## config.mk

```make
export PLATFORM = sky130hd
export DESIGN_NAME = ps2_host_tx
export DESIGN_NICKNAME = d
export VERILOG_FILES = /design/src/rtl/ps2_host_tx.sv
export SDC_FILE = /design/constraint.sdc
export NUM_CORES = 1
export LEC_CHECK = 0
export BUFFER_PORTS_ARGS = -buffer_cell sky130_fd_sc_hd__buf_2
export CORE_AREA = 2 2 84 86
export DETAILED_ROUTE_END_ITERATION = 10
export DIE_AREA = 0 0 86 88
export HOLD_SLACK_MARGIN = 0.1
export MAX_ROUTING_LAYER = met4
export PLACE_DENSITY = 0.65
export SYNTH_ARGS = -nofsm -noshare
export SYNTH_HDL_FRONTEND = slang
export SYNTH_SLANG_ARGS = --single-unit
```

## constraint.sdc

```tcl
create_clock -name clk -period 2.9 [get_ports clk]
set_input_delay 0.145 -clock clk [delete_from_list [all_inputs] [get_ports clk]]
set_output_delay 0.145 -clock clk [all_outputs]
set_load 0.005 [all_outputs]
```

## src/rtl/ps2_host_tx.sv

```systemverilog
// PS/2 host-to-device byte transmitter: inhibits the clock, issues a request-to-send,
// shifts the frame out on device clock falls, and reports ACK/NACK/timeout status.
module ps2_host_tx #(
  parameter int INHIBIT_CYC = 2500,
  parameter int START_CYC   = 25,
  parameter int TIMEOUT_CYC = 375000
) (
  input  logic       clk,
  input  logic       rst,
  input  logic       start,
  input  logic [7:0] data,
  output logic       busy,
  output logic       done,
  output logic       err,
  input  logic       PS2C,
  input  logic       PS2D,
  output logic       ps2c_low,
  output logic       ps2d_low
);

  typedef enum logic [2:0] {IDLE, INHIBIT, REQ, SEND, ACK, WAITIDLE, FIN} state_t;

  localparam logic [19:0] INH_LAST   = 20'(INHIBIT_CYC - 1);
  localparam logic [19:0] START_LAST = 20'(START_CYC - 1);
  localparam logic [19:0] TMO_LAST   = 20'(TIMEOUT_CYC - 1);

  state_t      state_q, state_d;
  logic [19:0] cnt_q, cnt_d;
  logic [19:0] tmo_q, tmo_d;
  logic [3:0]  bit_q, bit_d;
  logic        c_low_q, c_low_d;
  logic        d_low_q, d_low_d;
  logic        err_q, err_d;
  logic [9:0]  frame_q;
  logic [1:0]  c_sync_q, d_sync_q;
  logic        c_prev_q;
  logic        fall;

  // Line synchronizers and frame latch carry no reset: they never affect the bus directly.
  always_ff @(posedge clk) begin
    c_sync_q <= {c_sync_q[0], PS2C};
    d_sync_q <= {d_sync_q[0], PS2D};
    c_prev_q <= c_sync_q[1];
    if (!rst && state_q == IDLE && start) begin
      frame_q <= {1'b1, ~^data, data};
    end
  end

  assign fall = c_prev_q & ~c_sync_q[1];

  always_comb begin
    state_d = state_q;
    cnt_d   = cnt_q;
    tmo_d   = tmo_q;
    bit_d   = bit_q;
    c_low_d = c_low_q;
    d_low_d = d_low_q;
    err_d   = err_q;
    case (state_q)
      IDLE: begin
        c_low_d = 1'b0;
        d_low_d = 1'b0;
        cnt_d   = '0;
        if (start) begin
          err_d   = 1'b0;
          c_low_d = 1'b1;
          state_d = INHIBIT;
        end
      end
      INHIBIT: begin
        if (cnt_q == INH_LAST) begin
          cnt_d   = '0;
          d_low_d = 1'b1;
          state_d = REQ;
        end else begin
          cnt_d = cnt_q + 20'd1;
        end
      end
      REQ: begin
        if (cnt_q == START_LAST) begin
          cnt_d   = '0;
          c_low_d = 1'b0;
          bit_d   = '0;
          tmo_d   = '0;
          state_d = SEND;
        end else begin
          cnt_d = cnt_q + 20'd1;
        end
      end
      SEND: begin
        // Data changes while the device holds the clock low; it samples on the rising edge.
        if (fall) begin
          d_low_d = ~frame_q[bit_q];
          bit_d   = bit_q + 4'd1;
          if (bit_q == 4'd9) begin
            state_d = ACK;
          end
        end
      end
      ACK: begin
        if (fall) begin
          err_d   = d_sync_q[1];
          state_d = WAITIDLE;
        end
      end
      WAITIDLE: begin
        if (c_sync_q[1] && d_sync_q[1]) begin
          state_d = FIN;
        end
      end
      FIN: begin
        state_d = IDLE;
      end
      default: begin
        state_d = IDLE;
      end
    endcase

    if (state_q == SEND || state_q == ACK || state_q == WAITIDLE) begin
      if (tmo_q == TMO_LAST) begin
        state_d = FIN;
        c_low_d = 1'b0;
        d_low_d = 1'b0;
        err_d   = 1'b1;
      end else begin
        tmo_d = tmo_q + 20'd1;
      end
    end
  end

  always_ff @(posedge clk) begin
    if (rst) begin
      state_q <= IDLE;
      cnt_q   <= '0;
      tmo_q   <= '0;
      bit_q   <= '0;
      c_low_q <= 1'b0;
      d_low_q <= 1'b0;
      err_q   <= 1'b0;
    end else begin
      state_q <= state_d;
      cnt_q   <= cnt_d;
      tmo_q   <= tmo_d;
      bit_q   <= bit_d;
      c_low_q <= c_low_d;
      d_low_q <= d_low_d;
      err_q   <= err_d;
    end
  end

  assign busy     = (state_q != IDLE);
  assign done     = (state_q == FIN);
  assign err      = err_q;
  assign ps2c_low = c_low_q;
  assign ps2d_low = d_low_q;

endmodule
```

; ---- Word level (Yosys, flattened, before mapping)
; Index checks and enable logic that the tools add are counted.
[totals]
ff_bits = 64
input_bits = 13
elab_cells = 79
output_inout_bits = 5
[classes]
n_mux = 37
n_bitwise = 3
reduce_logical = 12
order_cmp = 1
addsub = 3
eq_ne = 12
[ops]
columns = cell, count
row1 = $mux W20, 6
row2 = $pmux W20 S3, 1
row3 = $add A20 B1 Y20 const B, 2
row4 = $mux W3, 9
row5 = $eq A20 B12 Y1 const B, 1
row6 = $eq A20 B19 Y1 const B, 1
row7 = $eq A20 B5 Y1 const B, 1
row8 = $pmux W3 S6, 1
row9 = $mux W1, 13
row10 = $eq A3 B3 Y1 const B, 3
row11 = $mux W4, 2
row12 = $pmux W4 S2, 1
row13 = $reduce_xnor A8 Y1, 1
row14 = $eq A3 B2 Y1 const B, 2
row15 = $reduce_bool A3 Y1, 2
row16 = $lt A4 B5 Y1 const B, 1
row17 = $add A4 B1 Y4 const B, 1
row18 = $bmux W1 S4, 1
row19 = $eq A4 B4 Y1 const B, 1
row20 = $ne A2 B2 Y1 const B, 2
row21 = $pmux W1 S2, 2
row22 = $eq A3 B1 Y1 const B, 1
row23 = $logic_and A1 B1 Y1, 3
row24 = $logic_not A3 Y1, 1
row25 = 7 further kinds, 9

; ---- Depth between registers and ports, before layout
[logic_depth]
depth_word = 7
depth_mapped = 10
mapped_depth_nobuf = 8

; ---- Worst setup path after synthesis
; No wires, ideal clock.
[synth_timing]
path_kind = register to register
start = reg cnt_q[12]
end = reg cnt_q[19]
slack_ns = 0.814
path_buffers = 1
synth_period_minus_slack_ns = 2.086
setup_ns = 0.117
required_ns = 2.783
t_arrival_ns = 1.969
path_stages_with_launch = 7
cell_sequence = dfxtp_1 -> or4_4 -> or4b_1 -> nor3_2 -> o22ai_2 -> buf_6 -> a22o_1
[synth_via]
elab_chain_cells = 3
word_cells_on_any_way = 6
classes_between = add/sub (1) / eq/ne (2) / mux (3)
[synth_rtl]
columns = element, line
row1 = from (decl), 28  ; logic [19:0] cnt_q, cnt_d;
row2 = from (signal assigned), 142  ; cnt_q <= cnt_d;
row3 = $add A20 B1 Y20 (tied with other cells), "76, 87"
row4 = $mux W20 (on tied branches), "80, 71"
row5 = $pmux W20 S3 (*), 59  ; case (state_q)
; Mark *: on every way between the ends. The rest lies on a longest branch, timed or not.
; A chain may end at the register's enable or synchronous reset.

; ---- Final worst setup path
[layout_timing]
start = reg cnt_q[14]
end = reg cnt_q[19]
; The elaborated chain is that of the path after synthesis.

==> impl_results.md <==
- Status: finished clean
- DRT Wirelength: 6880 um
- Starting Density: approximately 48%
- Ant diodes: 0
- Psw: between 0.4 and 0.5 mW
- First-pass GRT wire length: 11800 um
- Crit path max-delay family: simple AND/OR/NAND/NOR gates
- Slowest stage delay, CP: about 0.51 ns
- Clock Sink Count: 64
- HP Class: input pin to register
- Seq pwr share: between 40% and 50%
- Seq/Total Area, Yosys: 42.6%
- Fmax achieved: 415 MHz
- Avg Cell Area, Syn: approximately 8.6 um^2
- CP cell instances: or4_4, or4b_1, nor3_2, o22ai_2, a21o_1, a22o_1
- Top post-synthesis cells by area: dfxtp_1 (34%), edfxtp_1 (8.4%), nand2_1 (5.2%), nor2_1 (4.2%), a21oi_1 (4.0%)
- Post-Syn Nets: 391
- Worst Slack Setup Final: about 0.49 ns
- Setup violations, final: 0
- WP buf/inv: 0
- Total internal power: 1.45 mW
- Setup Skew: between 0.004 and 0.005 ns
- Drc violations: 0
- Iter 0 DRT Violations: ~130
- Static Leak: ~1.3 nW
- Share of cells above drive strength 1: 12.3%
- Yosys top cell by area: dfxtp_1
- EDFF count, synth: 9
- Unique masters post-synth: 59
- Worst-Margin Slew: between 0.9 and 1 ns
- Area after DPL: 0.00336 mm^2
- Fillers: between 600 and 700
- Synth Warn #: 0
- Area growth from synthesis to layout: 14.3%
- H-tree depth: 3
- CTS tree: built
- Top-area cell type share of the netlist area: 34.2%
- Fin cells: between 400 and 500
- Top_reg_cell synth: dfxtp_1
- Post-DP HPWL: roughly 4800 um
- Sw Share: 22.9%
- Vias in the first global route: between 2k and 3k
- Crit end category: register
- CP max-delay cell: or4_4
- DRT Pass-1 Iters: 4
- Via density: ~5.7
- Row count: 30
- Antenna violations before repair: 0
- Post-Place Cells: 459
- GP Congestion: approximately 0.93
- CP required: approximately 3.1 ns
- Total GRT Usage: 20.4%
- DR vias: 2782
- Final period util: 83.1%
- Crit start category: register
- Core Region: around 0.0066 mm^2
- Post-Place Setup Slack: ~0.5 ns
- Cts repair resizes: 0
- Max-slew violations: 0
- Clock latency on the worst-skew pair: about 0.35 ns
- IO Pins: 18
- Yosys reg bits: between 60 and 70
- Worst-path fanout max: 25
- Clock power frac: a little under half
- Most frequent cells after synthesis: dfxtp_1 (55), nand2_1 (45), nor2_1 (36)
- TritonCTS Buffers: 9
- Die W: between 80 and 90 um
- Mapped Cells: 373
- DR WL/cell: ~14 um
- Pwr dens: just over 500 mW/mm^2
- Post-route setup TNS: 0 ns
- Min cycle time layout: about 2.4 ns
- Hold Vio Cnt, Final: 0
- VDD IR max: 0.000312 V
- Clock-pin slew on the worst setup and hold paths: around 0.070 ns
- CTS root buf: clkbuf_8
- Pin count of the biggest net entering global routing: 27
- Slew HR: around 38%
- Final nets: between 400 and 500
- Final ANT Viol Nets: 0
- Number of port buffers: 17
- Critical path arrival: ~2.7 ns
- Setup Crit Path Kind: register to register
- Comb power frac: 5.3%
- Top-count cell post-synth: dfxtp_1
- DIE AREA: 0.00757 mm^2
- Max clock buf depth: 2
- Post-Syn Area: approximately 0.0032 mm^2
- Global route total overflow: 0
- Cell area after layout: 0.00368 mm^2
- Max-cap violations: 0
- Die height: roughly 90 um
- Async set-reset flop share out of synthesis: 0%
- RSZ-0062 raised after global routing: false
[power by group through the flow]
| stage | Combinational, mW | Sequential [mW] | Clock, mW |
|---|---|---|---|
| floorplan | 0.0710 | 0.942 | 0 |
| global placement | 0.0884 | 0.948 | 0 |
| detailed placement | 0.0904 | 0.948 | 0 |
| CTS | 0.101 | 0.928 | 0.870 |
| global route | 0.112 | 0.930 | 0.914 |
| finish | 0.101 | 0.928 | 0.853 |
[sequential cells by signal, indices dropped and copies added (netlist names)]
register	count
bit_q	4
frame_q	9
ps2c_low	1
tmo_q	20
c_sync_q	2
c_prev_q	1
err	1
d_sync_q	2
cnt_q	20
state_q	3
ps2d_low	1
[placed cells by master, fill, tap and decap left out, types with 3 or more instances in the layout]
cell type       n
inv_1           6
dlygate4sd3_1  10
xor2_1         10
clkbuf_8        9
nand2b_1        6
nor2_1         36
buf_2          17
nand3_1        18
o211ai_1        4
o21ai_0        13
dfxtp_1        55
xnor2_1        11
a21oi_1        26
nor3_1          4
ha_1            5
or2_2           4
or2b_1          4
mux2i_1         3
buf_4           3
edfxtp_1        9
nand2_1        45
or3_1           5
nor2b_1         8
nor4_1          7
and4_1          3
and3_1          8
nand4_1         8
and2_1          6
a31oi_1        15
[path summary, 6_finish.rpt]
kind                                              from                     end  slack (ns)  depth (start not counted)
worst min register to register     c_sync_q[0]$_DFF_P_     c_sync_q[1]$_DFF_P_        0.33                          0
worst min-delay path                             start     ps2c_low$_SDFF_PP0_        0.19                          3
worst max register to register  cnt_q[14]$_SDFFE_PP0P_  cnt_q[19]$_SDFFE_PP0P_        0.49                          6
worst max-delay path            cnt_q[14]$_SDFFE_PP0P_  cnt_q[19]$_SDFFE_PP0P_        0.49                          6
[timing repair]
item                      CTS  global route
buffers inserted            0             0
hold buffers               10             0
hold endpoints to repair   10             0
[through the flow]
step                hold slack, ns  utilization [%]  total power [mW]
floorplan                    0.173                -              1.01
global placement             0.247             50.6              1.04
detailed placement           0.251             50.6              1.04
CTS                          0.185             55.4              1.90
global route                 0.202             55.4              1.96
finish                       0.192             55.4              1.88
[cell type report]
| type | instances | area (um^2) | area share [%] |
|---|---|---|---|
| Inverter | 7 | 26.3 | 0.714 |
| Clock inverter | 7 | 95.1 | 2.58 |
| Clock buffer | 9 | 124 | 3.37 |
| Sequential cell | 64 | 1370 | 37.3 |
| Tap cell | 80 | 100 | 2.72 |
| Timing Repair Buffer | 30 | 208 | 5.64 |
| Multi-Input combinational cell | 288 | 1760 | 47.7 |
[logic make-up (layout without fill, tap and decap cells)]
group	count (synthesis)	count (layout)	synth area share, %
multiplexers	7	7	3.03
adder cells (fa/ha/maj)	5	5	1.94
AND/OR/NAND/NOR	177	177	28.9
flip-flops	64	64	42.6
AO/OA/AOI/OAI	78	78	14.9
buffers and inverters	21	53	2.91
XOR/XNOR	21	21	5.71
[worst register-to-register path: stages, from the launching register on]
cell     delay [ns]
dfxtp_1        0.37
or4_4          0.51
or4b_1         0.49
nor3_2         0.17
o22ai_2        0.32
a21o_1         0.28
a22o_1         0.16
[metal layers]
| metal | track usage (%) | vias up | wire, um |
|---|---|---|---|
| met3 | 3.77 | 15 | 206 |
| li1 | - | 1405 | - |
| met4 | 12.0 | 0 | 178 |
| met2 | 32.0 | 48 | 3330 |
| met5 | - | - | 0 |
| met1 | 24.6 | 1314 | 3160 |
Note: power is estimated with default switching activity, not from simulation.
